$ cat config.mk
export PLATFORM = sky130hd
export DESIGN_NAME = tile_operand_sequencer
export DESIGN_NICKNAME = d
export VERILOG_FILES = /design/src/rtl/systolic_pkg.sv /design/src/rtl/tile_index_counter.sv /design/src/rtl/tile_operand_sequencer.sv
export SDC_FILE = /design/constraint.sdc
export NUM_CORES = 1
export LEC_CHECK = 0
export BUFFER_PORTS_ARGS = -buffer_cell sky130_fd_sc_hd__buf_2
export CAP_MARGIN = 20
export CORE_ASPECT_RATIO = 0.7
export CORE_UTILIZATION = 45
export CTS_BUF_LIST = sky130_fd_sc_hd__clkbuf_16
export DETAILED_ROUTE_END_ITERATION = 10
export MAX_ROUTING_LAYER = met4
export PLACE_DENSITY_LB_ADDON = 0.12
export SYNTH_ARGS = -nofsm -noshare
export SYNTH_HDL_FRONTEND = slang
export SYNTH_SLANG_ARGS = --single-unit
$ cat constraint.sdc
create_clock -name clk -period 3.1 [get_ports clk]
set_input_delay 0.155 -clock clk [delete_from_list [all_inputs] [get_ports clk]]
set_output_delay 0.155 -clock clk [all_outputs]
set_load 0.005 [all_outputs]
$ cat src/rtl/systolic_pkg.sv
`default_nettype none
// +--------------------------------------------------------------------+
// | systolic_pkg: shared constants, sequencer state type and helpers   |
// | Rev 1.0                                                            |
// +--------------------------------------------------------------------+
package systolic_pkg;

  localparam int TILE_DEFAULT = 4;

  typedef enum logic [1:0] {
    IDLE      = 2'd0,
    STREAM    = 2'd1,
    WAIT_TILE = 2'd2,
    FINISH    = 2'd3
  } seq_state_t;

  function automatic int ceil_div(input int a, input int b);
    return (a + b - 1) / b;
  endfunction

  function automatic int clog2_ceil_div(input int a, input int b);
    return $clog2(ceil_div(a, b));
  endfunction

endpackage
`default_nettype wire

$ cat src/rtl/tile_index_counter.sv
`default_nettype none
// +--------------------------------------------------------------------+
// | tile_index_counter: nested r/k/tn/tm walk with running addr bases  |
// | Rev 1.0                                                            |
// +--------------------------------------------------------------------+
module tile_index_counter
  import systolic_pkg::*;
#(
  parameter int M_SIZE     = 12,
  parameter int N_SIZE     = 12,
  parameter int K_SIZE     = 16,
  parameter int TILE       = TILE_DEFAULT,
  parameter int ADDR_WIDTH = 16,
  parameter int TMW        = clog2_ceil_div(M_SIZE, TILE) + 1,
  parameter int TNW        = clog2_ceil_div(N_SIZE, TILE) + 1
) (
  input  logic                  clk,
  input  logic                  rst_n,
  input  logic                  clear,
  input  logic                  step_beat,
  input  logic                  step_tile,
  output logic [TMW-1:0]        tm,
  output logic [TNW-1:0]        tn,
  output logic                  first_beat,
  output logic                  last_beat,
  output logic                  last_tile,
  output logic [ADDR_WIDTH-1:0] a_addr,
  output logic [ADDR_WIDTH-1:0] b_addr,
  output logic                  a_pad,
  output logic                  b_pad
);

  localparam int TM = ceil_div(M_SIZE, TILE);
  localparam int TN = ceil_div(N_SIZE, TILE);
  localparam int RW = (TILE > 1) ? $clog2(TILE) : 1;
  localparam int KW = (K_SIZE > 1) ? $clog2(K_SIZE) : 1;

  logic [RW-1:0]         r_r;
  logic [KW-1:0]         r_k;
  logic [TNW-1:0]        r_tn;
  logic [TMW-1:0]        r_tm;
  // Bases: r_row_base = tm*TILE, r_col_base = tn*TILE, r_a_tile = tm*TILE*K,
  // r_a_off = r*K, r_b_k = k*N.
  logic [ADDR_WIDTH-1:0] r_row_base, r_col_base, r_a_tile, r_a_off, r_b_k;

  logic                  w_r_wrap, w_k_wrap, w_tn_wrap, w_tm_wrap;
  logic [ADDR_WIDTH-1:0] w_row, w_col;

  assign w_r_wrap  = (r_r == RW'(TILE - 1));
  assign w_k_wrap  = (r_k == KW'(K_SIZE - 1));
  assign w_tn_wrap = (r_tn == TNW'(TN - 1));
  assign w_tm_wrap = (r_tm == TMW'(TM - 1));

  assign w_row = r_row_base + ADDR_WIDTH'(r_r);
  assign w_col = r_col_base + ADDR_WIDTH'(r_r);

  assign a_pad  = (w_row >= ADDR_WIDTH'(M_SIZE));
  assign b_pad  = (w_col >= ADDR_WIDTH'(N_SIZE));
  assign a_addr = a_pad ? '0 : (r_a_tile + r_a_off + ADDR_WIDTH'(r_k));
  assign b_addr = b_pad ? '0 : (r_b_k + w_col);

  assign tm         = r_tm;
  assign tn         = r_tn;
  assign first_beat = (r_r == '0) && (r_k == '0);
  assign last_beat  = w_r_wrap && w_k_wrap;
  assign last_tile  = w_tn_wrap && w_tm_wrap;

  always_ff @(posedge clk or negedge rst_n) begin
    if (!rst_n) begin
      r_r <= '0; r_k <= '0; r_tn <= '0; r_tm <= '0;
      r_row_base <= '0; r_col_base <= '0; r_a_tile <= '0; r_a_off <= '0; r_b_k <= '0;
    end else if (clear) begin
      r_r <= '0; r_k <= '0; r_tn <= '0; r_tm <= '0;
      r_row_base <= '0; r_col_base <= '0; r_a_tile <= '0; r_a_off <= '0; r_b_k <= '0;
    end else if (step_beat) begin
      // The final beat of a tile wraps r and k back to 0 ready for the next tile.
      if (w_r_wrap) begin
        r_r     <= '0;
        r_a_off <= '0;
        if (w_k_wrap) begin
          r_k   <= '0;
          r_b_k <= '0;
        end else begin
          r_k   <= r_k + 1'b1;
          r_b_k <= r_b_k + ADDR_WIDTH'(N_SIZE);
        end
      end else begin
        r_r     <= r_r + 1'b1;
        r_a_off <= r_a_off + ADDR_WIDTH'(K_SIZE);
      end
    end else if (step_tile) begin
      if (w_tn_wrap) begin
        r_tn       <= '0;
        r_col_base <= '0;
        r_tm       <= r_tm + 1'b1;
        r_row_base <= r_row_base + ADDR_WIDTH'(TILE);
        r_a_tile   <= r_a_tile + ADDR_WIDTH'(TILE * K_SIZE);
      end else begin
        r_tn       <= r_tn + 1'b1;
        r_col_base <= r_col_base + ADDR_WIDTH'(TILE);
      end
    end
  end

endmodule
`default_nettype wire

$ cat src/rtl/tile_operand_sequencer.sv
`default_nettype none
// +--------------------------------------------------------------------+
// | tile_operand_sequencer: lockstep A/B operand address stream        |
// | Rev 1.0                                                            |
// +--------------------------------------------------------------------+
module tile_operand_sequencer
  import systolic_pkg::*;
#(
  parameter int M_SIZE     = 12,
  parameter int N_SIZE     = 12,
  parameter int K_SIZE     = 16,
  parameter int TILE       = TILE_DEFAULT,
  parameter int ADDR_WIDTH = 16
) (
  input  logic                                 clk,
  input  logic                                 rst_n,
  input  logic                                 start,
  input  logic                                 abort,
  input  logic                                 out_ready,
  input  logic                                 tile_done,
  output logic [ADDR_WIDTH-1:0]                a_addr,
  output logic [ADDR_WIDTH-1:0]                b_addr,
  output logic                                 a_pad,
  output logic                                 b_pad,
  output logic                                 out_valid,
  output logic                                 tile_first,
  output logic                                 tile_last,
  output logic [clog2_ceil_div(M_SIZE, TILE):0] tile_row,
  output logic [clog2_ceil_div(N_SIZE, TILE):0] tile_col,
  output logic                                 busy,
  output logic                                 done
);

  localparam int TMW = clog2_ceil_div(M_SIZE, TILE) + 1;
  localparam int TNW = clog2_ceil_div(N_SIZE, TILE) + 1;

  localparam longint A_SPAN   = longint'(M_SIZE) * longint'(K_SIZE);
  localparam longint B_SPAN   = longint'(K_SIZE) * longint'(N_SIZE);
  localparam longint ADDR_CAP = longint'(1) << ADDR_WIDTH;

  generate
    if (TILE < 1) begin : g_bad_tile
      $error("TILE must be at least 1");
    end
    if (K_SIZE < 1) begin : g_bad_k
      $error("K_SIZE must be at least 1");
    end
    if ((A_SPAN > ADDR_CAP) || (B_SPAN > ADDR_CAP)) begin : g_bad_addr
      $error("ADDR_WIDTH too narrow for operand matrices");
    end
  endgenerate

  localparam logic [1:0] S_IDLE   = IDLE;
  localparam logic [1:0] S_STREAM = STREAM;
  localparam logic [1:0] S_WAIT   = WAIT_TILE;
  localparam logic [1:0] S_FINISH = FINISH;

  logic [1:0]            r_state;
  logic                  w_clear, w_step_beat, w_step_tile;
  logic                  w_first_beat, w_last_beat, w_last_tile, w_a_pad, w_b_pad;
  logic [ADDR_WIDTH-1:0] w_a_addr, w_b_addr;
  logic [TMW-1:0]        w_tm;
  logic [TNW-1:0]        w_tn;

  // abort outranks every other request; the counter honours clear first.
  assign w_clear     = abort || ((r_state == S_IDLE) && start) || (r_state == S_FINISH);
  assign w_step_beat = (r_state == S_STREAM) && out_ready;
  assign w_step_tile = (r_state == S_WAIT) && tile_done && !w_last_tile;

  always_ff @(posedge clk or negedge rst_n) begin
    if (!rst_n) begin
      r_state <= S_IDLE;
    end else if (abort) begin
      r_state <= S_IDLE;
    end else begin
      case (r_state)
        S_IDLE:   if (start) r_state <= S_STREAM;
        S_STREAM: if (out_ready && w_last_beat) r_state <= S_WAIT;
        S_WAIT:   if (tile_done) r_state <= w_last_tile ? S_FINISH : S_STREAM;
        S_FINISH: r_state <= S_IDLE;
        default:  r_state <= S_IDLE;
      endcase
    end
  end

  tile_index_counter #(
    .M_SIZE     (M_SIZE),
    .N_SIZE     (N_SIZE),
    .K_SIZE     (K_SIZE),
    .TILE       (TILE),
    .ADDR_WIDTH (ADDR_WIDTH),
    .TMW        (TMW),
    .TNW        (TNW)
  ) u_index (
    .clk        (clk),
    .rst_n      (rst_n),
    .clear      (w_clear),
    .step_beat  (w_step_beat),
    .step_tile  (w_step_tile),
    .tm         (w_tm),
    .tn         (w_tn),
    .first_beat (w_first_beat),
    .last_beat  (w_last_beat),
    .last_tile  (w_last_tile),
    .a_addr     (w_a_addr),
    .b_addr     (w_b_addr),
    .a_pad      (w_a_pad),
    .b_pad      (w_b_pad)
  );

  assign out_valid  = (r_state == S_STREAM);
  assign busy       = (r_state != S_IDLE);
  assign done       = (r_state == S_FINISH);
  assign a_addr     = out_valid ? w_a_addr : '0;
  assign b_addr     = out_valid ? w_b_addr : '0;
  assign a_pad      = out_valid && w_a_pad;
  assign b_pad      = out_valid && w_b_pad;
  assign tile_first = out_valid && w_first_beat;
  assign tile_last  = out_valid && w_last_beat;
  assign tile_row   = w_tm;
  assign tile_col   = w_tn;

endmodule
`default_nettype wire

==> results.cfg <==
[sta]
rsz0062_at_grt = false
worst_slew_pin_slew_ns = 0.7075
finalSetupViolations = 0
skew_ns = 0.006514
min_period_ns = 2.874
fmaxAchievable_mhz = 347.9
fin_crit_sh_pct = 92.71
finalSetupTns_ns = 0
slew_viol_final = 0
setup_slack_ns = 0.2259
hold_viol_final = 0
slew_headroom_pct = 52.83

[floorplanning]
dieArea_um2 = 13080
die_y_um = 95.98
ios = 51
die_x_um = 136.3
fp-row-count = 33
start_util_pct = 47.26
fp.coreArea_um2 = 12020

[cts]
numClockSinks = 78
cts_tree = built
cts_max_level = 3
cts.clk_slew.worst_paths_ns = 0.06
cts-root-buf = clkbuf_16
cts_buffers = 9
cts_resized = 0
insertion_delay_ns = 0.34
cts_buffer_depth = 2

[logic_synthesis]
netlist_instances = 654
synth_seq_cells = 78
synth_fa_ha_area_share_pct = 11.15
synth_sequential_area_ratio_pct = 34.38
synth_top_family_by_area = simple AND/OR/NAND/NOR gates
synth_mux_area_share_pct = 0
synth-simple-area-share_pct = 25.47
synth_xor_area_share_pct = 10.80
synth.distinct_cells = 68
synth-edff-count = 0
synth_flop_cell = dfrtp_1
async_flop_share_pct = 100.0
synth_area_um2 = 5678
synth_warnings = 0
synth-compound-area-share_pct = 14.83
synth.avg_cell_area_um2 = 8.682

[layout]
fin_nets = 753
drive_above_1_share_pct = 12.68
antenna_cells = 0
final_cell_area_um2 = 6387
final_util_pct = 53.16
fill_cells = 1133
area_growth_pct = 12.49
regArea_um2 = 1952
multi_input_area_um2 = 3557

[global_route]
overflow = 0
antenna_found_initial = 0
grt_pass1_wl_um = 23110
grt_start_max_net_pins = 79
grt_usage_pct = 23.55
grt_pass1_vias = 4514

[worst_setup_path]
cp_cell_sequence = ha_1 > ha_1 > and3_1 > and3_1 > a221oi_1 > a21boi_0 > o21a_1 > nor3_1 > buf_2
startpoint = u_index.r_a_off[10]
r2r-end = u_index.r_k[3]
crit_type = register to primary output
rrSetupSlack_ns = 0.80
required_ns = 2.94
rr_worst_depth = 7
path_max_fanout = 7
cp_num_buf_inv = 1
cp_slowest_cell = dfrtp_1
start_kind = register
slowest_delay_ns = 0.43
reg2reg_from = r_state[1]
crit_path_end_kind = primary output
critPathTopFamily = adder cells
arrival_ns = 2.72

[drt]
wl_per_cell_um = 16.15
via_count = 4878
firstDrtPassIters = 5
drc_errors = 0
drt-total-wl_um = 13870
via_per_inst = 5.679
ant_nets = 0
drt-initial-drc-count = 390

[placed_design]
dpl.hpwl_um = 10440
gp_congestion = 0.8511
port_buffers = 50
place_area_um2 = 6033
pre_cts_slack_ns = 0.6003

[power_and_ir_drop]
power.leakage_nw = 2.988
ir_drop_uv = 288.4
total_power_mw = 2.455
p_per_area_nw_per_um2 = 384.4

[min_path]
holdPathStages = 2
hold_class = input pin to register
holdPathEnd = r_state[1]
hp-start = abort

[job]
maxCapViolations = 0

[outcome]
status = completed
area by class of cell:
type | instances | area share [%]
sequential | 78 | 30.56
clock inverter | 7 | 1.430
timing repair buffer | 54 | 4.780
clock buffer | 9 | 3.526
tap | 157 | 3.075
multi-input combinational | 538 | 55.69
inverter | 16 | 0.9403
per-layer routing:
metal,up-vias,routed length [um],part of all wire [%],track usage [%]
li1,2398,-,-,-
met4,0,55,0.40,3.333
met3,9,801,5.8,5.951
met1,2357,7507,54,34.93
met2,114,5508,40,32.32
met5,-,0,0,-
worst register-to-register path, delay by kind of cell, from the launching register on:
family / cells / cell delay [ns]
simple gates: 4 / 1.23
flops: 1 / 0.58
compound gates: 2 / 0.27
buf+inv: 1 / 0.13
layout by cell type, fill, tap and decap left out, types with 2 or more instances in the layout:
cell type and n:
nor2_1 81, dfrtp_1 78, nand2_1 67, ha_1 49, buf_2 49, o21ai_0 40
xor2_1 39, a21oi_1 32, xnor2_1 31, nand3_1 29, nand4_1 18, inv_1 17
and3_1 17, nor3_1 13, nor4_1 10, a21o_1 10, clkbuf_16 9, and4_1 8
and2_1 8, nor2b_1 7, a211oi_1 6, or3_1 6, conb_1 6, o21a_1 5
a31oi_1 4, o31ai_1 4, nand2b_1 3, nor4b_1 3, buf_4 3, nand2b_4 2
a31o_2 2, a21oi_4 2, o22ai_1 2, nor4_2 2, bufinv_16 2, clkinvlp_4 2
repair_timing:
action                                 CTS  global route
hold buffers                             0             1
buffers inserted                         0             0
endpoints found under the hold margin    0            78
synthesized netlist by cell type (3+ instances only):
cell type / number / area, um^2
a21oi_1: 32 / 160.2
nand4_1: 18 / 112.6
buf_6: 3 / 33.78
nor2_1: 81 / 304.0
a31oi_1: 4 / 25.02
nor3_1: 13 / 65.06
nand3_1: 29 / 145.1
nor4b_1: 3 / 26.28
clkbuf_1: 19 / 71.32
and2_1: 8 / 50.05
dfrtp_1: 78 / 1952
o21ai_0: 40 / 200.2
xnor2_1: 31 / 271.5
o31ai_1: 4 / 30.03
xor2_1: 39 / 341.6
a21o_1: 10 / 75.07
ha_1: 49 / 613.1
inv_1: 15 / 56.30
nor2b_1: 7 / 43.79
or3_1: 6 / 37.54
nand2b_1: 3 / 18.77
o21a_1: 5 / 37.54
a211oi_1: 6 / 45.04
buf_2: 3 / 15.01
and4_1: 8 / 70.07
nand2_1: 67 / 251.5
and3_1: 17 / 106.4
nor4_1: 10 / 62.56
logic make-up (layout without fill, tap and decap cells):
family / after synthesis / after routing
xor+xnor: 70 / 70
buf+inv: 42 / 86
other cells: 2 / 6
compound gates: 126 / 126
flops: 78 / 78
simple gates: 286 / 286
fa+ha+maj: 50 / 50
where the power goes:
group	switching [mW]	internal (mW)	leakage [nW]	total, mW
combinational	0.166	0.0844	1.75	0.250
sequential	0.0367	1.04	1.08	1.08
clock	0.429	0.701	0.154	1.13
worst max-delay path by stage:
| stage | end | slack [ns] | cells past startpoint |
|---|---|---|---|
| floorplan | a_addr[13] | 0.87 | 8 |
| global placement | a_addr[13] | 0.64 | 9 |
| detailed placement | a_addr[13] | 0.60 | 9 |
| CTS | a_addr[13] | 0.23 | 9 |
| global route | a_addr[13] | 0.02 | 9 |
| finish | a_addr[13] | 0.23 | 9 |
registers in the layout, indices dropped and copies added (netlist names):
register / count
r_state: 2
u_index.r_a_off: 12
u_index.r_a_tile: 10
u_index.r_b_k: 14
u_index.r_col_base: 14
u_index.r_k: 4
u_index.r_r: 2
u_index.r_row_base: 14
u_index.tm: 3
u_index.tn: 3
stage by stage:
step | hold slack [ns] | instances
floorplan | -0.1406 | 658
global route | 0.05249 | 859
global placement | 0.3847 | 841
CTS | 0.01559 | 857
finish | 0.04432 | 859
detailed placement | 0.3860 | 841
Power figures use the tool's default switching activity.
